<file path="src/rtl/wildmatch_table.sv">
// Clocked wildcard-match lookup table: value/care patterns searched by a
// two-stage valid/ready pipeline. Define WILDMATCH_HITCNT_EN to add hit_count.
module wildmatch_table #(
    parameter int WIDTH = 9,
    parameter int DEPTH = 8,
    localparam int IDXW = $clog2(DEPTH)
) (
    input  logic             clk,
    input  logic             rst,
    input  logic             wr_en,
    input  logic [IDXW-1:0]  wr_idx,
    input  logic [WIDTH-1:0] wr_value,
    input  logic [WIDTH-1:0] wr_care,
    input  logic             wr_live,
    input  logic             req_valid,
    output logic             req_ready,
    input  logic [WIDTH-1:0] req_key,
    output logic             resp_valid,
    input  logic             resp_ready,
    output logic             resp_hit,
    output logic [IDXW-1:0]  resp_idx,
    output logic [DEPTH-1:0] resp_vec
`ifdef WILDMATCH_HITCNT_EN
    ,
    output logic [15:0]      hit_count
`endif
);

    logic [DEPTH-1:0] live;
    logic [WIDTH-1:0] value [DEPTH];
    logic [WIDTH-1:0] care  [DEPTH];

    logic [DEPTH-1:0] match_vec;
    logic             s1_valid;
    logic [DEPTH-1:0] s1_vec;
    logic [IDXW-1:0]  enc_idx;
    logic             out_adv;
    logic             s1_adv;

    assign out_adv   = !resp_valid || resp_ready;
    assign s1_adv    = !s1_valid || out_adv;
    assign req_ready = s1_adv;

    always_ff @(posedge clk) begin
        if (rst) begin
            live <= '0;
            for (int i = 0; i < DEPTH; i++) begin
                value[i] <= '0;
                care[i]  <= '0;
            end
        end else if (wr_en) begin
            live[wr_idx]  <= wr_live;
            value[wr_idx] <= wr_value;
            care[wr_idx]  <= wr_care;
        end
    end

    // Compared against the pre-edge table, so a same-cycle write is not seen.
    always_comb begin
        match_vec = '0;
        for (int i = 0; i < DEPTH; i++) begin
            match_vec[i] = live[i] && (((req_key ^ value[i]) & care[i]) == '0);
        end
    end

    always_comb begin
        enc_idx = '0;
        for (int i = DEPTH - 1; i >= 0; i--) begin
            if (s1_vec[i]) begin
                enc_idx = IDXW'(i);
            end
        end
    end

    always_ff @(posedge clk) begin
        if (rst) begin
            s1_valid <= 1'b0;
            s1_vec   <= '0;
        end else if (s1_adv) begin
            s1_valid <= req_valid;
            if (req_valid) begin
                s1_vec <= match_vec;
            end
        end
    end

    always_ff @(posedge clk) begin
        if (rst) begin
            resp_valid <= 1'b0;
            resp_hit   <= 1'b0;
            resp_idx   <= '0;
            resp_vec   <= '0;
        end else if (out_adv) begin
            resp_valid <= s1_valid;
            if (s1_valid) begin
                resp_hit <= |s1_vec;
                resp_idx <= enc_idx;
                resp_vec <= s1_vec;
            end
        end
    end

`ifdef WILDMATCH_HITCNT_EN
    always_ff @(posedge clk) begin
        if (rst) begin
            hit_count <= '0;
        end else if (resp_valid && resp_ready && resp_hit && hit_count != 16'hFFFF) begin
            hit_count <= hit_count + 16'd1;
        end
    end
`endif

endmodule

</file>
<file path="config.mk">
export PLATFORM = sky130hd
export DESIGN_NAME = wildmatch_table
export DESIGN_NICKNAME = d
export VERILOG_FILES = /design/src/rtl/wildmatch_table.sv
export SDC_FILE = /design/constraint.sdc
export NUM_CORES = 1
export LEC_CHECK = 0
export BUFFER_PORTS_ARGS = -buffer_cell sky130_fd_sc_hd__buf_4
export CAP_MARGIN = 20
export CORE_ASPECT_RATIO = 0.75
export CORE_MARGIN = 2
export CORE_UTILIZATION = 60
export DETAILED_ROUTE_END_ITERATION = 10
export HOLD_SLACK_MARGIN = 0.1
export MAX_ROUTING_LAYER = met4
export PLACE_DENSITY_LB_ADDON = 0.1
export SLEW_MARGIN = 5
export SYNTH_ARGS = -nofsm -noshare
export SYNTH_HDL_FRONTEND = slang
export SYNTH_SLANG_ARGS = --single-unit
</file>
<file path="constraint.sdc">
create_clock -name clk -period 2.5 [get_ports clk]
set_input_delay 0.25 -clock clk [delete_from_list [all_inputs] [get_ports clk]]
set_output_delay 0.25 -clock clk [all_outputs]
set_load 0.02 [all_outputs]
</file>
Word level (Yosys, flattened, before mapping). Memory sizes are Yosys's and may differ from the RTL's. Index checks and enable logic that the tools add are counted.

Bits in registers: 30. RAM bits: 144. Bits of input ports: 36. Output and inout bits: 14. Word-level logic and storage cells: 75. Memories: 2.

$lt $le $gt $ge: 2. Muxes and demuxes: 22. Bitwise gates (word level): 16. Reduce and logical (&&, ||, !) cells: 26.

Memories: care (words 8, bits a word 9, read ports 8, clocked after Yosys merged registers in 0, write ports 8, line 31) `logic [WIDTH-1:0] care [DEPTH];`; value (words 8, bits a word 9, read ports 8, clocked after Yosys merged registers in 0, write ports 8, line 30) `logic [WIDTH-1:0] value [DEPTH];`.

Operators with widths (count): $and A9 B9 Y9 (8); $logic_not A9 Y1 (8); $xor A9 B9 Y9 (8); $mux W3 (10); $mux W9 (2); $reduce_or A9 Y1 (2); $logic_and A1 B1 Y1 (9); $bwmux W8 (1); $mux W1 (8); $reduce_or A8 Y1 (1); $lt A3 B4 Y1 const B (1); $reduce_and A2 Y1 (2); $demux W1 S3 (1); $ge A3 B1 Y1 const B (1); $logic_not A1 Y1 (2); $logic_or A1 B1 Y1 (2).

Depth between registers and ports, before layout.
Word-level depth: 8. Depth in mapped cells: 7. Depth with buffers taken out: 5.

Worst setup path after synthesis. No wires, ideal clock.

Path type: in2reg. From: input port wr_idx[1]. To: memory care[7][0], enable pin. Library setup time: 0.398 ns. Arrival: 1.567 ns. Data required time: 2.102 ns. Path slack: 0.535 ns. Cell stages on the path: 3. Path buffers: 1. Cells stage by stage: buf_2 nand2_1 o21bai_1.

RTL lines: from (decl) (line 11) `input logic [IDXW-1:0] wr_idx,`; to (decl) (line 31).

Worst setup path after layout.
From: register s1_valid. To: register s1_vec[6].

Cells in the longest elaborated chain, start to end: 3.

RTL lines: from (decl) (line 34) `logic s1_valid;`; from (signal assigned) (line 80) `s1_valid <= req_valid;`; $logic_not A1 Y1 (line 41) `assign s1_adv = !s1_valid || out_adv;`; $logic_or A1 B1 Y1 (line 41); $reduce_and A2 Y1 (no source line); to (signal assigned) (line 82) `s1_vec <= match_vec;`; to (decl) (line 35) `logic [DEPTH-1:0] s1_vec;`.

No other way between the ends. A chain may end at the register's enable or synchronous reset.

==> impl_metrics.json <==
{
  "outcome": "finished clean",
  "drtIter0Drc": 426,
  "cts_sinks": 174,
  "grtUsageTotal": 0.282,
  "syn_inst": 582,
  "layout_setup_ws_ns": 0.653,
  "worstHoldStart": "wr_live",
  "pwr-share-clk": 0.417,
  "place.gp.congestion": 0.825,
  "fill_cells": 828,
  "period_share": 0.739,
  "max-slew-margin-rel": 0.309,
  "grt_first_pass_wirelength_mm": 26.3,
  "r2r_cells": 4,
  "cts_max_level": 4,
  "rsz0062_at_grt": "no",
  "seqCellArea_sq_mm": 0.00492,
  "max-cap-violations": 0,
  "dieHeight_um": 101,
  "cts_buffers": 17,
  "num_vias": 4620,
  "synth_area_leaders": "edfxtp_1 57%, and2_1 12%, xor2_1 8.3%",
  "coreArea_sq_mm": 0.0123,
  "die_area_sq_mm": 0.0136,
  "grt_remaining_overflow": 0,
  "dr.pass1.iters": 6,
  "antennaDiodeCount": 0,
  "switching_share": 0.232,
  "ys_ff_latch": 174,
  "setup_viol": 0,
  "dp_hpwl_mm": 11.2,
  "netlist_area_sq_mm": 0.00760,
  "r2r-start": "s1_valid",
  "slew_violations": 0,
  "drc": 0,
  "synth_edf_count": 144,
  "grt_pass1_vias": 4524,
  "synth.top_cell.area_share": 0.569,
  "clkTransAtPathRegs_ns": 0.07,
  "fin_tns_setup_ns": 0,
  "p_per_area_mw_per_mm2": 756,
  "ys_warn_count": 0,
  "max_freq_ghz": 0.541,
  "port_buffers": 49,
  "reg2reg_setup_slack_ns": 0.65,
  "finalHoldViolations": 0,
  "synthMostInstantiatedCell": "and2_1",
  "power.net_switching_w": 0.00153,
  "power.leakage_nw": 3.23,
  "min_to": "live[5]",
  "syn_to_final_growth_pct": 14.5,
  "cts-root-buf": "clkbuf_16",
  "drtAntennaViolNets": 0,
  "post_cts_buffers": 0,
  "clock_skew_ns": 0.00834,
  "clock_latency_ns": 0.43,
  "finalNetCount": 665,
  "async_reset_ff_frac": 0,
  "synth-main-ff-cell": "edfxtp_1",
  "num_rows": 35,
  "p_seq_frac": 0.511,
  "ir_drop_uv": 663,
  "pin_count": 50,
  "place_worst_setup_slack_ns": 0.612,
  "synth_common_cells": "145 x and2_1, 144 x edfxtp_1, 72 x xor2_1, 40 x nand2_1, 30 x dfxtp_1",
  "grt_start_max_net_pins": 32,
  "hold_path_depth": 3,
  "cp_data_arrival_time_ns": 2.21,
  "syn_avg_cell_area_sq_um": 13.1,
  "vias_per_cell": 5.72,
  "multi_input_area_sq_mm": 0.00250,
  "drive_above_1_share": 0.159,
  "timing.rr.end": "s1_vec[6]",
  "hold_path_class": "in2reg",
  "endpoint_kind": "register",
  "fin_crit_ns": 1.85,
  "routed_wirelength_mm": 17.6,
  "syn_nets": 618,
  "power.internal_w": 0.00506,
  "ys_seq_area_frac": 0.648,
  "cts_tree": "done",
  "worst_pin_slew_ns": 1.04,
  "fp.dieW_um": 134,
  "critPathMaxFanout": 5,
  "startpoint_type": "register",
  "ctsLongestPathBuffers": 2,
  "p_comb_frac": 0.073,
  "synth_top_area_cell": "edfxtp_1",
  "crit_required_ns": 2.86,
  "yosysUniqueCellTypes": 37,
  "start_util": 0.618,
  "grt_antenna_before_repair": 1,
  "wl_per_cell_um": 21.7,
  "critical_path_class": "reg2reg"
}
cell families (layout without fill, tap and decap cells):
group / after synthesis / in the layout / share of synthesized area
AND/OR/NAND/NOR: 217 / 217 / 0.168
XOR/XNOR: 72 / 72 / 0.0830
buffers and inverters: 39 / 99 / 0.0244
AO/OA/AOI/OAI: 80 / 80 / 0.0767
flip-flops: 174 / 174 / 0.648
layout by cell type, fill, tap and decap left out, types with 5 or more instances in the layout:
cell type and count:
clkbuf_16 18, nor2_1 8, a22o_1 12, buf_4 52, a21oi_1 15, a2111oi_0 5
nand3_1 8, o21ai_0 12, inv_1 14, xor2_1 72, nand2_1 40, dfxtp_1 30
and2_1 145, a221oi_1 12, a22oi_1 8, edfxtp_1 144
critical path, cell delays in order, from the launching register on:
cell,delay (ns)
dfxtp_1,0.33
nand3b_1,0.17
nand2_1,0.19
a2111oi_0,0.82
a32o_1,0.27
flip-flops by register name (all words and copies together) (netlist names):
name / flops
resp_hit: 1
s1_valid: 1
value: 72
s1_vec: 8
care: 72
resp_idx: 3
resp_vec: 8
live: 8
resp_valid: 1
power by group through the flow:
stage / logic, W / clock network, W / registers, W
after global placement: 0.000463 / 0 / 0.00342
final: 0.000478 / 0.00274 / 0.00336
after floorplan: 0.000280 / 0 / 0.00341
after CTS: 0.000480 / 0.00274 / 0.00336
after global routing: 0.000513 / 0.00287 / 0.00337
after detailed placement: 0.000472 / 0 / 0.00342
final cells by class:
cell class	instances	share of cell area
clock inverter	13	0.0174
inverter	14	0.00604
tap	166	0.0239
sequential	174	0.566
clock buffer	19	0.0533
multi-input combinational	369	0.288
timing repair buffer	53	0.0460
timing repair:
item	CTS	global route
endpoints found under the hold margin	1	0
resized for setup	0	0
hold buffers	1	0
worst max path at each step:
stage / slack (ns) / end / cells after the start / start
2_1_floorplan: 0.53 / care[7][0] / 3 / wr_idx[1]
3_3_place_gp: 0.61 / s1_vec[6] / 5 / resp_ready
3_5_place_dp: 0.61 / s1_vec[3] / 5 / resp_ready
4_1_cts: 0.62 / s1_vec[3] / 4 / s1_valid
5_1_grt: 0.63 / s1_vec[6] / 4 / s1_valid
6_report: 0.65 / s1_vec[6] / 4 / s1_valid
metal layers:
| layer | GRT usage | routed length [um] | share of wire |
|---|---|---|---|
| met1 | 0.372 | 7580 | 0.43 |
| met4 | 0.0736 | 280 | 0.016 |
| met5 | - | 0 | 0 |
| met3 | 0.0495 | 1150 | 0.065 |
| met2 | 0.461 | 8560 | 0.49 |
through the flow:
step                total power (W)  utilization  hold slack, ns  instance area, sq um  std cells
floorplan                   0.00369            -           0.379                  7600        582
global placement            0.00388        0.656           0.449                  8080        775
detailed placement          0.00390        0.656           0.452                  8080        775
CTS                         0.00659        0.707           0.127                  8700        808
global route                0.00676        0.707           0.151                  8700        808
finish                      0.00658        0.707           0.143                  8700        808
No activity file was read; power rests on OpenSTA's default activity.
